## src/rtl/phase_generator.sv

```systemverilog
// Phase accumulator feeding a Sine stage: advances a signed fixed-point phase by a
// programmable step on each accepted sample, folding it back into [-pi, pi).
module phase_generator #(
    parameter int INT_BITS     = 4,
    parameter int DECIMAL_BITS = 8,
    parameter int PI_FIXED     = 804,
    localparam int W           = INT_BITS + DECIMAL_BITS + 1
) (
    input  logic                clk,
    input  logic                rst,
    input  logic                start,
    input  logic                stop,
    input  logic                step_load,
    input  logic signed [W-1:0] step_in,
    output logic signed [W-1:0] x,
    output logic                x_valid,
    input  logic                x_ready,
    output logic                wrap,
    output logic [15:0]         period_count,
    output logic                step_err
);

    typedef enum logic {
        IDLE = 1'b0,
        RUN  = 1'b1
    } state_t;

    localparam logic signed [W:0] PI_POS = (W+1)'(PI_FIXED);
    localparam logic signed [W:0] PI_NEG = -PI_POS;
    localparam logic signed [W:0] TWO_PI = (W+1)'(2 * PI_FIXED);

    state_t                state;
    state_t                stateNext;
    logic signed [W-1:0]   phase;
    logic signed [W-1:0]   step;
    logic signed [W-1:0]   phaseNext;
    logic signed [W:0]     sum;
    logic signed [W:0]     stepInExt;
    logic                  wrapNext;
    logic                  transfer;
    logic                  stepOk;
    logic [15:0]           periodCount;
    logic                  stepErr;

    assign x            = phase;
    assign period_count = periodCount;
    assign step_err     = stepErr;
    assign transfer     = x_valid && x_ready;

    // The step must stay strictly inside (-pi, pi) so a single fold always lands in range.
    assign stepInExt = (W+1)'(step_in);
    assign stepOk    = (stepInExt > PI_NEG) && (stepInExt < PI_POS);

    always_ff @(posedge clk or posedge rst) begin
        if (rst) begin
            state <= IDLE;
        end else begin
            state <= stateNext;
        end
    end

    // NOTE: every output of this block gets a default first so no latch is inferred.
    always_comb begin
        stateNext = state;
        x_valid   = 1'b0;
        unique case (state)
            IDLE: begin
                if (start && !stop) begin
                    stateNext = RUN;
                end
            end
            RUN: begin
                x_valid = 1'b1;
                if (stop) begin
                    stateNext = IDLE;
                end
            end
            default: stateNext = IDLE;
        endcase
    end

    always_comb begin
        sum       = (W+1)'(phase) + (W+1)'(step);
        phaseNext = phase;
        wrapNext  = 1'b0;
        if (sum >= PI_POS) begin
            phaseNext = W'(sum - TWO_PI);
            wrapNext  = 1'b1;
        end else if (sum < PI_NEG) begin
            phaseNext = W'(sum + TWO_PI);
            wrapNext  = 1'b1;
        end else begin
            phaseNext = W'(sum);
        end
    end

    // NOTE: sequential state uses non-blocking assignments so all registers see pre-edge values.
    always_ff @(posedge clk or posedge rst) begin
        if (rst) begin
            phase       <= '0;
            step        <= '0;
            wrap        <= 1'b0;
            periodCount <= '0;
            stepErr     <= 1'b0;
        end else begin
            wrap <= 1'b0;
            if (transfer) begin
                phase <= phaseNext;
                if (wrapNext) begin
                    wrap        <= 1'b1;
                    periodCount <= periodCount + 16'd1;
                end
            end
            if (step_load) begin
                if (stepOk) begin
                    step <= step_in;
                end else begin
                    stepErr <= 1'b1;
                end
            end
        end
    end

endmodule

```

## config.mk

```make
export PLATFORM = sky130hd
export DESIGN_NAME = phase_generator
export DESIGN_NICKNAME = d
export VERILOG_FILES = /design/src/rtl/phase_generator.sv
export SDC_FILE = /design/constraint.sdc
export NUM_CORES = 1
export LEC_CHECK = 0
export ABC_AREA = 1
export CAP_MARGIN = 20
export CORE_ASPECT_RATIO = 1.2
export CORE_MARGIN = 2
export CORE_UTILIZATION = 56
export DETAILED_ROUTE_END_ITERATION = 6
export MAX_ROUTING_LAYER = met4
export PLACE_DENSITY = 0.81
export RECOVER_POWER = 25
export SETUP_SLACK_MARGIN = 0.5
export SLEW_MARGIN = 20
export SYNTH_ARGS = -nofsm -noshare
export SYNTH_HDL_FRONTEND = slang
export SYNTH_SLANG_ARGS = --single-unit
```

## constraint.sdc

```tcl
create_clock -name clk -period 3.7 [get_ports clk]
set_clock_uncertainty 0.1 [all_clocks]
set_input_delay 0.555 -clock clk [delete_from_list [all_inputs] [get_ports clk]]
set_output_delay 0.555 -clock clk [all_outputs]
set_load 0.005 [all_outputs]
```

==> results_dict.tcl <==
set metrics [dict create \
    grt_pass1_wl_um 15600 \
    p_leak_nw 2.16 \
    peakVddDrop_v 0.000452 \
    rsz0062_at_grt "no" \
    syn2layout_area_growth_pct 17.1 \
    syn_area_sq_mm 0.00368 \
    track_usage 0.272 \
    min_delay_path_depth 1 \
    dieHeight_um 92.8 \
    ys.flop_type "dfrtp_1" \
    crit_chain "ha_1 -> fa_1 -> nand3_1 -> nand2_1 -> nand2_1 -> nand2_1 -> nand2_1 -> nand2_1 -> nand3_1 -> nand2_2 -> a21oi_4 -> nand2_1 -> nand2_1 -> nand2_1 -> nand3_1 -> nand2_1" \
    fmax_mhz 339 \
    yosys-top-cells-count "nand2_1 (199), inv_1 (53), nand3_1 (52)" \
    drt-total-wl_um 9060 \
    vias 3533 \
    core_area_sq_mm 0.00641 \
    cp-end-kind "flop" \
    worst-path-max-fanout 9 \
    tritoncts "built" \
    cts_buffers 5 \
    synth_cells 532 \
    antenna_found_initial 0 \
    detail_route.vias_per_cell 5.30 \
    post_drt_wl_per_cell_um 13.6 \
    hold_path.class "reg -> reg" \
    hpwl_um 7180 \
    critical_path_class "reg -> reg" \
    finalCritPeriodShare 0.797 \
    maxSlewHeadroom -0.101 \
    r2r_setup_slack_ns 0.75 \
    violations "capacitance limit, slew limit" \
    setup_viol 0 \
    die-area_sq_mm 0.00723 \
    initial_core_util 0.574 \
    max_stage_delay_ns 0.47 \
    dp_slack_ns 0.543 \
    cts_resized 0 \
    hold_violations 0 \
    holdPathEnd "step_err$_DFFE_PP0P_" \
    post_cts_buffers 0 \
    synthArstFlopShare 1.00 \
    drtAntennaViolNets 0 \
    r2r_cells 16 \
    drc 0 \
    r2r-end "x[6]$_DFFE_PP0P_" \
    status "complete, but fails checks" \
    drive_gt1_frac 0.132 \
    maxSlewViolCount 46 \
    crit_required_ns 3.79 \
    h-tree-depth 2 \
    post-synth-top-count-cell "nand2_1" \
    grt_max_degree 46 \
    crit_slowest_cell "fa_1" \
    r2r_start "x[0]$_DFFE_PP0P_" \
    min_from "step_err$_DFFE_PP0P_" \
    cp.arrival_ns 3.04 \
    clk_pin_slew_ns 0.09 \
    syn_area_per_cell_sq_um 6.91 \
    antenna_cells 0 \
    worst_pin_slew_ns 1.65 \
    drt_iter0_markers 192 \
    yosys-top-cells-area "dfrtp_1 (31%), nand2_1 (20%), nand3_1 (7.1%)" \
    yosysTopAreaCellShare 0.306 \
    final_cells 667 \
    cap_viol_max_count 1 \
    finalWorstSetupSlack_ns 0.753 \
    synth_top_area_cell "dfrtp_1" \
    synth-edff-count 0 \
    ys_warn_count 0 \
    gr-total-overflow 0 \
    fp-row-count 32 \
    fin_util 0.672 \
    grt_pass1_vias 3452 \
    yosys_register_bits 45 \
    fin_crit_ns 2.95 \
    cts_buffer_depth 2 \
    portBuffers 50 \
    setup_tns_ns 0 \
    gp_congestion 0.889 \
    critPathMostFrequentCell "nand2_1" \
    die_w_um 78.0 \
    cts.sinks 45 \
    start_kind "flop" \
    ios 51 \
    seq_area_frac_synth 0.306 \
    synth_nets 568 \
    dp.cells 659 \
    root_buffer "clkbuf_8" \
    fin_nets 617 \
    whs_ns 0.375 \
    clock_latency_ns 0.30 \
    drtPass1Iterations 5 \
    ys_types 38 \
    pwr_density_cell_mw_per_mm2 906 \
    hold_buffers 0 \
]
-- per-stage QoR --
| step | power [mW] | instance area (sq um) |
|---|---|---|
| 2_1_floorplan | 2.86 | 3680 |
| 3_3_place_gp | 3.48 | 4220 |
| 3_5_place_dp | 3.56 | 4220 |
| 4_1_cts | 3.87 | 4310 |
| 5_1_grt | 4.30 | 4310 |
| 6_report | 3.90 | 4310 |
-- power by group --
| part | leakage, nW | switching, mW | internal, mW |
|---|---|---|---|
| Clock | 0.0374 | 0.176 | 0.133 |
| Combinational | 1.55 | 1.77 | 1.03 |
| Sequential | 0.572 | 0.148 | 0.644 |
| Total | 2.16 | 2.09 | 1.81 |
-- how the worst max path moves through the flow --
| stage | startpoint | endpoint | cells after the start |
|---|---|---|---|
| global route | x[0]$_DFFE_PP0P_ | period_count[4]$_DFFE_PP0P_ | 18 |
| CTS | x[0]$_DFFE_PP0P_ | period_count[9]$_DFFE_PP0P_ | 18 |
| floorplan | x[0]$_DFFE_PP0P_ | period_count[8]$_DFFE_PP0P_ | 18 |
| detailed placement | step_in[1] | step[12]$_DFFE_PP0P_ | 8 |
| finish | x[0]$_DFFE_PP0P_ | x[6]$_DFFE_PP0P_ | 16 |
| global placement | step_in[1] | step[11]$_DFFE_PP0P_ | 8 |
-- cells in the final DEF (no fill, tap or decap), drive strengths merged --
master / instances
ha: 16
dfrtp: 45
o31ai: 1
nand4: 7
xnor2: 3
o21ai: 29
nand3b: 6
clkinv: 1
a21o: 1
clkdlybuf4s50: 48
fa: 1
xor2: 6
dlygate4sd3: 2
nand3: 62
nor4: 3
clkinvlp: 2
nor2: 32
nor3: 6
or2: 2
a21oi: 10
a41oi: 2
a211oi: 1
clkbuf: 6
inv: 60
nand2: 230
-- area by class of cell --
type,instances,area (sq um)
clock inverter,2,15.0
inverter,61,236
timing repair buffer,50,500
multi-input combinational,418,2250
sequential,45,1130
tap,85,106
clock buffer,6,72.6
fill,585,2100
-- logic make-up after synthesis --
| group | Yosys count | synth area share |
|---|---|---|
| XOR/XNOR | 9 | 0.0214 |
| AND/OR/NAND/NOR | 348 | 0.454 |
| AO/OA/AOI/OAI | 44 | 0.0762 |
| adder cells (fa/ha/maj) | 17 | 0.0599 |
| flip-flops | 45 | 0.306 |
| buffers and inverters | 69 | 0.0823 |
-- metal layers --
metal,up-vias,routed length [um],track usage
met5,-,0,-
met4,0,150,0.0731
met3,12,305,0.0205
met2,82,4640,0.488
met1,1634,3950,0.330
li1,1805,-,-
-- worst max-delay path, delay by kind of cell, from the launching register on --
family          cells  cell delay, ns
compound gates      1            0.30
fa+ha+maj           2            0.74
flops               1            0.41
simple gates       13            1.27
-- state kept, by name (all words and copies together), names as in the netlist --
name / count
period_count: 16
x: 13
step_err: 1
state: 1
step: 13
wrap: 1
No activity file was read; power rests on OpenSTA's default activity.
